File: config.mk
export PLATFORM = sky130hd
export DESIGN_NAME = reset_sequencer
export DESIGN_NICKNAME = d
export VERILOG_FILES = /design/src/rtl/clock_pkg.sv /design/src/rtl/reset_sequencer_debounce.sv /design/src/rtl/reset_sequencer.sv
export SDC_FILE = /design/constraint.sdc
export NUM_CORES = 1
export LEC_CHECK = 0
export CAP_MARGIN = 20
export CORE_MARGIN = 4
export CORE_UTILIZATION = 35
export CTS_BUF_LIST = sky130_fd_sc_hd__clkbuf_2
export CTS_CLUSTER_DIAMETER = 30
export DETAILED_ROUTE_END_ITERATION = 16
export PLACE_DENSITY = 0.48
export SYNTH_ARGS = -nofsm -noshare
export SYNTH_HDL_FRONTEND = slang
export SYNTH_HIERARCHICAL = 1
export SYNTH_SLANG_ARGS = --single-unit
File: constraint.sdc
create_clock -name clk -period 2.34 [get_ports clk]
set_input_delay 0.351 -clock clk [delete_from_list [all_inputs] [get_ports clk]]
set_output_delay 0.351 -clock clk [all_outputs]
set_load 0.05 [all_outputs]
File: src/rtl/clock_pkg.sv
// Shared types and default timing for the board clock/reset bring-up logic.
package clock_pkg;

  typedef enum logic [1:0] {
    HOLD      = 2'd0,
    WAIT_LOCK = 2'd1,
    RUN       = 2'd2,
    FAULT     = 2'd3
  } reset_seq_state_t;

  localparam int DEF_DEBOUNCE_CYCLES = 1_000_000;
  localparam int DEF_HOLD_CYCLES     = 16;
  localparam int DEF_SETTLE_CYCLES   = 64;
  localparam int DEF_LOCK_TIMEOUT    = 100_000;
  localparam int DEF_MAX_RETRIES     = 3;

  // Width of a counter that must hold 0..n, never narrower than one bit.
  function automatic int cnt_w(input int n);
    return (n < 1) ? 1 : $clog2(n + 1);
  endfunction

endpackage

File: src/rtl/reset_sequencer_debounce.sv
// Push-button conditioning: 2-flop synchronizer, stability counter, accepted level
// and a single-cycle pulse on each accepted 0->1 transition.
module debounce import clock_pkg::*; #(
  parameter int DEBOUNCE_CYCLES = DEF_DEBOUNCE_CYCLES
) (
  input  logic clk,
  input  logic reset,
  input  logic btn,
  output logic level,
  output logic press
);

  localparam int CW = cnt_w(DEBOUNCE_CYCLES);
  localparam logic [CW-1:0] CNT_LAST = CW'(DEBOUNCE_CYCLES - 1);

  logic [1:0]    sync_q;
  logic [CW-1:0] cnt;

  always_ff @(posedge clk) begin
    if (reset) begin
      sync_q <= '0;
      cnt    <= '0;
      level  <= 1'b0;
      press  <= 1'b0;
    end else begin
      sync_q <= {sync_q[0], btn};
      press  <= 1'b0;
      // Any return to the accepted level restarts the stability window.
      if (sync_q[1] == level) begin
        cnt <= '0;
      end else if (cnt >= CNT_LAST) begin
        level <= sync_q[1];
        press <= sync_q[1];
        cnt   <= '0;
      end else begin
        cnt <= cnt + 1'b1;
      end
    end
  end

endmodule

File: src/rtl/reset_sequencer.sv
// Board reset sequencer: holds the clock-manager reset, waits for stable lock,
// retries on lock timeout and latches a fault once retries are exhausted.
module reset_sequencer import clock_pkg::*; #(
  parameter int DEBOUNCE_CYCLES = DEF_DEBOUNCE_CYCLES,
  parameter int HOLD_CYCLES     = DEF_HOLD_CYCLES,
  parameter int SETTLE_CYCLES   = DEF_SETTLE_CYCLES,
  parameter int LOCK_TIMEOUT    = DEF_LOCK_TIMEOUT,
  parameter int MAX_RETRIES     = DEF_MAX_RETRIES
) (
  input  logic clk,
  input  logic reset,
  input  logic btn_reset,
  input  logic locked,
  output logic reset_out,
  output logic done,
  output logic fault
);

  localparam int HW = cnt_w(HOLD_CYCLES);
  localparam int SW = cnt_w(SETTLE_CYCLES);
  localparam int TW = cnt_w(LOCK_TIMEOUT);
  localparam int RW = cnt_w(MAX_RETRIES);

  localparam logic [HW-1:0] HOLD_LAST    = HW'(HOLD_CYCLES - 1);
  localparam logic [SW-1:0] SETTLE_LAST  = SW'(SETTLE_CYCLES - 1);
  localparam logic [TW-1:0] TIMEOUT_LAST = TW'(LOCK_TIMEOUT - 1);
  localparam logic [RW-1:0] RETRY_MAX    = RW'(MAX_RETRIES);

  reset_seq_state_t state, state_nxt;
  logic [HW-1:0] hold_cnt, hold_nxt;
  logic [SW-1:0] settle_cnt, settle_nxt;
  logic [TW-1:0] timeout_cnt, timeout_nxt;
  logic [RW-1:0] retries, retries_nxt;
  logic [1:0]    lock_sync;
  logic          lock_s;
  logic          btn_level;
  logic          press;

  debounce #(.DEBOUNCE_CYCLES(DEBOUNCE_CYCLES)) u_debounce (
    .clk   (clk),
    .reset (reset),
    .btn   (btn_reset),
    .level (btn_level),
    .press (press)
  );

  // Lock seen while the clock manager is still in reset is stale, so the
  // synchronizer is flushed for the whole HOLD phase.
  always_ff @(posedge clk) begin
    if (reset || state == HOLD) lock_sync <= '0;
    else                        lock_sync <= {lock_sync[0], locked};
  end

  assign lock_s = lock_sync[1];

  always_ff @(posedge clk) begin
    if (reset) begin
      state       <= HOLD;
      hold_cnt    <= '0;
      settle_cnt  <= '0;
      timeout_cnt <= '0;
      retries     <= '0;
    end else begin
      state       <= state_nxt;
      hold_cnt    <= hold_nxt;
      settle_cnt  <= settle_nxt;
      timeout_cnt <= timeout_nxt;
      retries     <= retries_nxt;
    end
  end

  // Counters only advance while their phase continues; every exit clears them,
  // and each stops one short of its limit, so none can wrap.
  always_comb begin
    state_nxt   = state;
    hold_nxt    = '0;
    settle_nxt  = '0;
    timeout_nxt = '0;
    retries_nxt = retries;
    unique case (state)
      HOLD: begin
        if (btn_level)                   hold_nxt  = '0;
        else if (hold_cnt >= HOLD_LAST)  state_nxt = WAIT_LOCK;
        else                             hold_nxt  = hold_cnt + 1'b1;
      end
      WAIT_LOCK: begin
        if (lock_s && settle_cnt >= SETTLE_LAST) begin
          state_nxt = RUN;
        end else if (timeout_cnt >= TIMEOUT_LAST) begin
          if (retries >= RETRY_MAX) begin
            state_nxt = FAULT;
          end else begin
            retries_nxt = retries + 1'b1;
            state_nxt   = HOLD;
          end
        end else begin
          settle_nxt  = lock_s ? settle_cnt + 1'b1 : '0;
          timeout_nxt = timeout_cnt + 1'b1;
        end
      end
      RUN: begin
        retries_nxt = '0;
        if (!lock_s) state_nxt = HOLD;
      end
      FAULT: begin
        state_nxt = FAULT;
      end
    endcase
    if (press) begin
      state_nxt   = HOLD;
      hold_nxt    = '0;
      settle_nxt  = '0;
      timeout_nxt = '0;
      if (state == FAULT) retries_nxt = '0;
    end
  end

  assign reset_out = (state == HOLD) || (state == FAULT);
  assign done      = (state == RUN);
  assign fault     = (state == FAULT);

endmodule

==> impl_results.md, run 1 <==
* Max_cap viols at 0
* Slew Viols, Final at 0
* WS Path Type: reg2out
* Synth unique cells at between 50 and 60
* Least-Margin Pin Slew at slightly below 0.6 ns
* Max clock buf depth at 2
* Starting Density at 36.7%
* First-pass GRT wire length at 8780 µm
* Final setup fails at 0
* Critical path fanouts, max at 4
* Post-synthesis sequential area ratio at 43.6%
* Total GRT Usage at 12.4%
* H-Tree Depth at 3
* Largest net degree at the start of global routing at 18
* Relative slew slack at between 60 and 70%
* Die W at roughly 96 µm
* Skew final at about 0.023 ns
* Total Negative Setup Slacks at 0 ns
* Antenna violations before repair at 0
* WL per Instance at 11.6 µm
* Area fraction of the dominant cell type after synthesis at roughly 44%
* Worst skew pair latency at approximately 0.46 ns
* DIE HEIGHT at approximately 96 µm
* CTS tree: yes
* Vias in the first global route at between 1500 and 2000
* Row count at 31
* Fin util at between 40% and 50%
* CTS sink count at between 50 and 60
* Leakage power at slightly below 1 nW
* Gate Count Post-Synth at just under 300
* Avg Inst Size Synth at 9.12 µm²
* DR DRC count at 0
* RSZ-0062 raised after global routing: false
* Routed Antenna Nets at 0
* Main synth FF type: dfxtp_1
* Most common library cells after synthesis: dfxtp_1 (59), nor2_1 (47), xnor2_1 (20)
* Root Buffer: clkbuf_2
* Post-synth ARST share at 0%
* I/O Buffers at 6
* Vias/cell at roughly 4.8
* Hold_buf cts at 0
* N_diodes at 0
* Ys Warns at 6
* Syn Nets at 310
* Final Hold Fails at 0
* Layout cells sized above 1 at 10.8%
* Fin crit share at roughly 86%
* Final nets at ~330
* Grt ovf at 0
* Top-count cell post-synth: dfxtp_1
* Drt pass-1 iters at 4
* CP endpoint kind: output pin
* Io pins at 7
* Area growth, synth to finish at 9.24%
* Peak supply drop at roughly 240 µV
* Design area at 2960 µm²
* Hpwl dp at between 3000 and 4000 µm
* RePlAce Congestion at approximately 0.75
* Clock-pin slew on the worst setup and hold paths at ~0.16 ns
* Status: complete, no violations
* Synth area leader: dfxtp_1
* CTS Buf Count at 9
* Fmax at a little under 500 MHz
* Via count at 1992
* Synthesized cell area at around 2700 µm²
* 1st-iter DRT viols at between 50 and 60
* Fin crit period at 2.02 ns
* Worst Path Required at a little under 2 ns
* Synth area leaders: dfxtp_1 (44%), nor2_1 (6.5%), xnor2_1 (6.5%)
* Yosys reg bits at 59
* Final Power at around 1.5 mW
* Placed instance area at roughly 2900 µm²
* Die Area at 9210 µm²
* Min-Delay Path Class: in2reg
* Core Region at ~7400 µm²
* WL final at just under 5000 µm
* Crit path launch type: flop
* PwrDens at ~520 nW/µm²
* Worst Path Arrival at ~1.7 ns
* EDFF count, synth at 0
==> state kept, by name (all words and copies together) (netlist names) <==
register,cells
retries,2
u_debounce/sync_q,2
u_debounce/cnt,20
state,2
lock_sync,2
settle_cnt,7
u_debounce/press,1
u_debounce/level,1
timeout_cnt,17
hold_cnt,5
==> kinds of logic (layout without fill, tap and decap cells) <==
logic type	count (synthesis)	count (layout)	synth area share [%]
compound gates	35	35	10.2
xor+xnor	34	34	11.0
fa+ha+maj	9	9	4.16
buf+inv	24	43	3.84
flops	59	59	43.6
mux	3	3	1.11
other cells	1	1	0.138
simple gates	132	132	25.9
==> metrics by stage <==
step	setup WS, ns	hold WS [ns]	cells
after floorplan	0.617	0.414	297
after global placement	0.453	0.437	400
after detailed placement	0.381	0.432	400
after CTS	0.00213	0.350	415
after global routing	0.158	0.346	415
final	0.318	0.428	415
==> area by class of cell <==
cell class	instances	area, µm²
Clock buffer	11	55.1
Clock inverter	4	18.8
Fill cell	768	4410
Inverter	18	67.6
Multi-Input combinational cell	214	1420
Sequential cell	59	1180
Tap cell	99	124
Timing Repair Buffer	10	88.8
==> layout by cell type, fill, tap and decap left out, drive strengths merged, types with 2 or more instances in the layout <==
cell type,Yosys,routed
clkdlybuf4s50,0,3
or3,4,4
ha,9,9
clkbuf,3,11
and3,5,5
nand3,13,13
a211oi,3,3
nor2b,3,3
buf,3,5
nor3,13,13
xor2,14,14
a31oi,3,3
inv,18,18
xnor2,20,20
nor4,3,3
nor3b,4,4
o2111ai,2,2
o21ai,5,5
nand2b,3,3
dfxtp,59,59
a21oi,7,7
mux2i,3,3
nand2,14,14
and4,4,4
a21o,2,2
nor2,47,47
o211ai,2,2
clkinv,0,4
nand4,15,15
==> what timing repair did <==
item / in CTS / in global routing
setup buffers: 0 / 0
gates resized for setup: 1 / 1
hold endpoints to repair: 0 / 0
endpoints found under the setup margin: 1 / 1
==> report_power, final <==
part,total (mW),switching (mW),internal [mW]
Sequential,1.02,0.00551,1.01
Combinational,0.0315,0.0158,0.0157
Clock,0.489,0.354,0.135
Total,1.54,0.375,1.16
==> path summary, 6_finish.rpt <==
check	start	end	slack [ns]	depth (start not counted)
setup reg to reg	state[0]	timeout_cnt[14]	0.38	7
hold / removal	btn_reset	u_debounce/sync_q[0]	0.43	2
hold reg to reg	u_debounce/sync_q[0]	u_debounce/sync_q[1]	0.47	1
setup / recovery	state[0]	fault	0.32	2
==> critical path, cell delays in order, from the launching register on <==
cell           delay [ns]
dfxtp_1              0.43
ha_1                 0.25
dlygate4sd2_1        0.55
==> per-layer routing <==
metal  global-route usage [%]  wire length [µm]  part of all wire (%)  vias up
met5                        0                 0                     0        -
met3                     3.60               137                   2.9       10
li1                         -                 -                     -     1065
met1                     15.7              2490                    52      895
met4                     7.94               109                   2.3        0
met2                     18.4              2070                    43       22
Power figures use the tool's default switching activity.
==> run 2: changes to the inputs <==
CORE_UTILIZATION = 64   (was 35)
PLACE_DENSITY = 0.8   (was 0.48)
SYNTH_HIERARCHICAL = not set   (was 1)
==> run 2 against run 1 <==
Register-to-register slack got worse by 0.24 ns. Area after synthesis rose by 2.3%. Critical path depth is 5 higher. Critical endpoint is now timeout_cnt[4].
==> impl_results.md, run 2 <==
* Skew final at 0.0145 ns (-0.00829 ns)
* Avg Inst Size Synth at 9.29 µm² (+1.9%)
* CTS sink count at 59 (unchanged)
* Relative slew slack at 66.1% (+5.7 points)
* Area growth, synth to finish at 5.92%
* RePlAce Congestion at 0.748 (+0.27%)
* Grt ovf at 0 (unchanged)
* Most common library cells after synthesis: dfxtp_1 (59), nor2_1 (39), nand2_1 (24)
* Row count at 23 (-26%)
* Drt pass-1 iters at 4 (unchanged)
* Main synth FF type: dfxtp_1
* Core Region at 4090 µm² (-45%)
* Reg-to-reg critical path endpoint: timeout_cnt[4]
* N_diodes at 0 (unchanged)
* CP endpoint kind: flop
* Max FFs per register at 20 (unchanged)
* Leakage power at 0.994 nW (+0.66%)
* Post-synth ARST share at 0% (unchanged)
* RSZ-0062 raised after global routing: false
* Die Area at 5440 µm² (-41%)
* Synth area leader: dfxtp_1
* Yosys reg bits at 59 (unchanged)
* Ys Warns at 0 (-6)
* Die W at 73.8 µm (-23%)
* CTS Buf Count at 9 (unchanged)
* Max_cap viols at 0 (unchanged)
* H-Tree Depth at 3 (unchanged)
* Status: complete, no violations
* Least-Margin Pin Slew at 0.507 ns (-0.0809 ns)
* Slew Viols, Final at 0 (unchanged)
* Fmax at 454 MHz (-8.2%)
* Design area at 2930 µm² (-0.85%)
* Gate Count Post-Synth at 298 (+0.34%)
* Fin crit period at 2.20 ns (+0.181 ns)
* Fin crit share at 94.2% (+7.7 points)
* WS Path Type: reg2reg
* Final Hold Fails at 0 (unchanged)
* Antenna violations before repair at 0 (unchanged)
* Total Negative Setup Slacks at 0 ns (unchanged)
* I/O Buffers at 6 (unchanged)
* Worst Path Arrival at 2.61 ns (+0.94 ns)
* EDFF count, synth at 0 (unchanged)
* WL final at 4410 µm (-8.1%)
* Hpwl dp at 3190 µm (-6.8%)
* Commonest non-fill, non-tap cell in the layout: dfxtp_1
* Root Buffer: clkbuf_2
* Max clock buf depth at 2 (unchanged)
* 1st-iter DRT viols at 97 (+67%)
* Worst Path Required at 2.74 ns (+0.75 ns)
* Min Hold Slack at 0.442 ns (+0.0148 ns)
* Synth unique cells at 41 (-24%)
* PwrDens at 537 nW/µm² (+3.2%)
* Hold depth at 2 (unchanged)
* Routed Antenna Nets at 0 (unchanged)
* Vias/cell at 5.35 (+11%)
* DR DRC count at 0 (unchanged)
* Highest-count cells in the layout ignoring fill and taps: dfxtp_1 (59), nor2_1 (39), nand2_1 (24), xor2_1 (21), nand3_1 (20)
* WL per Instance at 12.1 µm (+4.8%)
* Worst skew pair latency at 0.46 ns (about the same)
* Peak supply drop at 355 µV (+49%)
* Final nets at 323 (-0.62%)
* Fin util at 71.8% (+32 points)
* Vias in the first global route at 1916 (-1.6%)
* Critical path fanouts, max at 17 (+13)
* Critical path launch point: timeout_cnt[0]
* Post-synthesis sequential area ratio at 42.7% (-0.97 points)
* Largest regs: u_debounce.cnt: 20 flops, timeout_cnt: 17 flops, settle_cnt: 7 flops
* Layout cells sized above 1 at 12.4% (+1.7 points)
* Area fraction of the dominant cell type after synthesis at 42.7% (-0.97 points)
* Crit path launch type: flop
* Placed instance area at 2860 µm² (-0.78%)
* First-pass GRT wire length at 8050 µm (-8.2%)
* Final setup fails at 0 (unchanged)
* Min-Delay Path Class: in2reg
* Synthesized cell area at 2770 µm² (+2.3%)
* Top-count cell post-synth: dfxtp_1
* Via count at 1946 (-2.3%)
* Total GRT Usage at 19.2% (+6.8 points)
* Synth area leaders: dfxtp_1 (43%), nor2_4 (7.3%), xor2_1 (6.6%)
* Syn Nets at 311 (+0.32%)
* Register-to-register setup slack at 0.14 ns (-0.24 ns)
* DIE HEIGHT at 73.8 µm (-23%)
* R2R cell count at 7 (unchanged)
* Setup crit end: timeout_cnt[4]
* Starting Density at 67.8% (+31 points)
* Io pins at 7 (unchanged)
* Top reg by flops: u_debounce.cnt
* CTS tree: yes
* Reg-to-Reg Start: timeout_cnt[0]
* Largest net degree at the start of global routing at 21 (+3)
* Clock-pin slew on the worst setup and hold paths at 0.15 ns (about the same)
[run 2: cell count changes after synthesis, moves of 3 or more]
| cell | change |
|---|---|
| nor3_1 | -4 |
| or3_1 | -4 |
| nand2_1 | +10 |
| xor2_1 | +7 |
| inv_1 | -9 |
| clkbuf_1 | +4 |
| nand4_1 | -7 |
| nand3_1 | +8 |
| and3_1 | +3 |
| nor2_4 | +18 |
| nor3_2 | -3 |
| nor2_1 | -8 |
[run 2: per-layer routing]
metal / vias to the layer above / part of all wire, % / track usage (%)
li1: 1030 / - / -
met1: 887 / 48 / 23.7
met2: 22 / 47 / 29.9
met3: 7 / 3.2 / 7.11
met4: 0 / 1.6 / 8.45
met5: - / 0 / 0
[run 2: metrics by stage]
stage | std cells | worst slack [ns] | power, mW
after floorplan | 298 | 0.362 | 1.12
after global placement | 349 | 0.230 | 1.13
after detailed placement | 349 | 0.179 | 1.13
after CTS | 364 | 0.0185 | 1.59
after global routing | 364 | 0.00252 | 1.66
final | 364 | 0.136 | 1.57
[run 2: cell type report]
type | count | area [µm²]
inverters | 9 | 33.8
clock inverters | 5 | 21.3
fillers | 341 | 1150
flip-flops and latches | 59 | 1180
clock buffers | 10 | 50.0
multi-input cells | 221 | 1480
repair buffers | 10 | 104
well taps | 50 | 62.6
[run 2: what timing repair did]
| item | 4_1_cts | 5_1_grt |
|---|---|---|
| hold buffers | 0 | 0 |
| resized for setup | 2 | 2 |
| pin swaps | 0 | 0 |
| setup endpoints to repair | 2 | 2 |
| buffers inserted | 0 | 0 |
[run 2: worst min-delay path by stage]
stage / endpoint / slack, ns / from
floorplan: u_debounce.sync_q[1] / 0.41 / u_debounce.sync_q[0]
global placement: u_debounce.sync_q[1] / 0.42 / u_debounce.sync_q[0]
detailed placement: u_debounce.sync_q[1] / 0.43 / u_debounce.sync_q[0]
CTS: lock_sync[0] / 0.40 / locked
global route: lock_sync[0] / 0.39 / locked
finish: lock_sync[0] / 0.44 / locked
[run 2: cell families (layout without fill, tap and decap cells)]
| logic type | count (synthesis) | after routing | synth area share (%) |
|---|---|---|---|
| adders and majority gates | 9 | 9 | 4.07 |
| AOI/OAI and AO/OA | 24 | 24 | 5.69 |
| other | 1 | 1 | 0.135 |
| xor gates and xnor gates | 39 | 39 | 12.3 |
| and+or+nand+nor | 146 | 146 | 30.5 |
| buffers and inverters | 18 | 34 | 3.89 |
| DFF | 59 | 59 | 42.7 |
| muxes | 2 | 2 | 0.723 |
[run 2: report_power, final]
| part | internal [mW] | switching, mW | total (mW) |
|---|---|---|---|
| logic | 0.0332 | 0.0492 | 0.0823 |
| registers | 1.02 | 0.00982 | 1.03 |
| clock network | 0.125 | 0.340 | 0.465 |
| total | 1.18 | 0.399 | 1.57 |
[run 2: critical path, cell delays in order, from the launching register on]
cell and delay, ns:
dfxtp_1 0.38, ha_1 0.26, a21oi_1 0.14, nor3b_1 0.07, o31a_1 0.34, or4_4 0.63
buf_12 0.23, nor2_4 0.10
==> run 3: changes to the inputs <==
ABC_CLOCK_PERIOD_IN_PS = 2340   (was not set)
CAP_MARGIN = not set   (was 20)
CORE_MARGIN = not set   (was 4)
==> run 3 against run 2 <==
Core utilization grew 0.64 points. Critical path type is now reg2out. Clock skew grew 0.0088 ns. Global-route usage increased by 3.7 points. Cell count is the same. Combinational power increased by 1%. Register-to-register slack better by 0.03 ns.
==> impl_results.md, run 3 (same netlist as run 2, synthesis figures left out) <==
* Starting Density at 67.8% (unchanged)
* Internal power at 1.29 mW (+10%)
* FILL cells at 341 (unchanged)
* First-pass GRT wire length at 7650 µm (-5.1%)
* Hpwl dp at 3040 µm (-4.7%)
* Fin crit share at 94.6% (+0.43 points)
* Register area at 1180 µm² (unchanged)
* Fmax at 452 MHz (-0.45%)
* Core Region at 4090 µm² (unchanged)
* DR DRC count at 0 (unchanged)
* NetSw at 400 µW (+0.40%)
* WL per Instance at 12.3 µm (+1.0%)
* Reg-to-Reg Start: timeout_cnt[0]
* Row count at 23 (unchanged)
* Min-Delay Path Class: in2reg
* R2R cell count at 7 (unchanged)
* Routed Antenna Nets at 0 (unchanged)
* Total GRT Usage at 23.0% (+3.7 points)
* Final Hold Fails at 0 (unchanged)
* CTS tree: yes
* Die Area at 4590 µm² (-16%)
* Fin crit period at 2.21 ns (+0.0100 ns)
* Critical path launch point: state[1]
* Postcts setup bufs at 0 (unchanged)
* Drt pass-1 iters at 4 (unchanged)
* Antenna violations before repair at 0 (unchanged)
* N_diodes at 0 (unchanged)
* Layer with the highest usage: met2
* PwrDens at 572 nW/µm² (+6.6%)
* Met2 Usage GRT at 37.3% (+7.3 points)
* CP delay by family, top: buffers and inverters
* Status: complete, no violations
* Skew final at 0.0233 ns (+0.00882 ns)
* CP endpoint kind: output pin
* Clock power share at 34.4% (+4.9 points)
* Worst Path Required at 1.99 ns (-0.75 ns)
* 1st-iter DRT viols at 66 (-32%)
* Worst skew pair latency at 0.47 ns (about the same)
* Max_cap viols at 0 (unchanged)
* Worst hold start: locked
* Area growth, synth to finish at 6.87%
* Crit-path max cell delay at 0.49 ns (-0.14 ns)
* Die W at 67.8 µm (-8.1%)
* H-Tree Depth at 3 (unchanged)
* Grt ovf at 0 (unchanged)
* Worst path most repeated cell: inv_1
* Vias/cell at 5.36 (+0.31%)
* Sw frac at 23.6% (-1.7 points)
* Max FFs per register at 20 (unchanged)
* Area of the multi-input gates at 1480 µm² (unchanged)
* GR Util met3 at 6.25% (-0.86 points)
* RePlAce Congestion at 0.815 (+9.0%)
* Crit-path slowest cell: clkdlybuf4s15_1
* Leakage power at 1.01 nW (+1.3%)
* Comb power frac at 4.9% (-0.3 points)
* Slew Viols, Final at 0 (unchanged)
* Worst Path Arrival at 1.86 ns (-0.75 ns)
* Critical path depth in cells at 4 (-3)
* Min Hold Slack at 0.421 ns (-0.0211 ns)
* CTS sink count at 59 (unchanged)
* Highest-count cells in the layout ignoring fill and taps: dfxtp_1 (59), nor2_1 (39), nand2_1 (24), xor2_1 (21), nand3_1 (20)
* Grt met1 use at 26.5% (+2.8 points)
* DIE HEIGHT at 67.8 µm (-8.1%)
* Layout cells sized above 1 at 12.7% (+0.32 points)
* Top reg by flops: u_debounce.cnt
* Commonest non-fill, non-tap cell in the layout: dfxtp_1
* Vias in the first global route at 1837 (-4.1%)
* Setup crit end: reset_out
* CTS Buf Count at 9 (unchanged)
* Via count at 1952 (+0.31%)
* Largest regs: u_debounce.cnt: 20 flops, timeout_cnt: 17 flops, settle_cnt: 7 flops
* Critical path fanouts, max at 4 (-13)
* Final nets at 323 (unchanged)
* RSZ-0062 raised after global routing: false
* WS Path Type: reg2out
* Largest net degree at the start of global routing at 21 (unchanged)
* Clock-pin slew on the worst setup and hold paths at 0.15 ns (about the same)
* Io pins at 7 (unchanged)
* Root Buffer: clkbuf_2
* Reg-to-reg critical path endpoint: timeout_cnt[3]
* Max clock buf depth at 2 (unchanged)
* WP buf/inv at 3 (+2)
* I/O Buffers at 6 (unchanged)
* Total Negative Setup Slacks at 0 ns (unchanged)
* Peak supply drop at 434 µV (+22%)
* WL final at 4460 µm (+1.0%)
* Critical path cell sequence: inv_1 > ha_1 > inv_1 > clkdlybuf4s15_1
* Final setup fails at 0 (unchanged)
* Register-to-register setup slack at 0.17 ns (+0.03 ns)
* Crit path launch type: flop
* Reg power frac at 60.7% (-4.5 points)
-- run 3: worst min path at each step --
stage                                end  slack (ns)  depth (start not counted)
finish                      lock_sync[0]        0.42                          2
global route                lock_sync[0]        0.39                          2
CTS                         lock_sync[0]        0.39                          2
detailed placement  u_debounce.sync_q[1]        0.43                          1
global placement    u_debounce.sync_q[1]        0.42                          1
floorplan           u_debounce.sync_q[1]        0.41                          1
-- run 3: power groups by stage --
| stage | clock, mW | sequential [mW] | combinational (mW) |
|---|---|---|---|
| after floorplan | 0 | 1.05 | 0.0683 |
| after global placement | 0 | 1.05 | 0.0818 |
| after detailed placement | 0 | 1.05 | 0.0843 |
| after CTS | 0.601 | 1.03 | 0.0838 |
| after global routing | 0.647 | 1.03 | 0.0924 |
| final | 0.582 | 1.03 | 0.0832 |
-- run 3: repair_timing --
action | in CTS | in global routing
hold buffers | 0 | 0
pin swaps | 0 | 0
gates resized for setup | 2 | 2
endpoints found under the setup margin | 2 | 2
hold endpoints to repair | 0 | 0
-- run 3: cell type report --
class / count / share of cell area, %
multi-input cells: 221 / 50.0
flip-flops and latches: 59 / 39.9
repair buffers: 10 / 3.51
well taps: 50 / 2.11
clock buffers: 11 / 1.86
clock inverters: 4 / 1.44
inverters: 9 / 1.14
-- run 3: per-layer routing --
metal	share of wire [%]	routed length, µm	vias to the layer above
li1	-	-	1027
met1	49	2180	891
met2	46	2030	20
met3	2.7	122	14
met4	2.9	129	0
met5	0	0	-
-- run 3: per-stage QoR --
stage	util [%]	instance area (µm²)	setup WS, ns	std cells	total power [mW]
5_1_grt	72.4	2960	0.00114	364	1.77
3_3_place_gp	70.0	2860	0.231	349	1.13
4_1_cts	72.3	2960	0.00747	364	1.71
6_report	72.4	2960	0.126	364	1.69
2_1_floorplan	-	2770	0.362	298	1.12
3_5_place_dp	70.0	2860	0.195	349	1.13
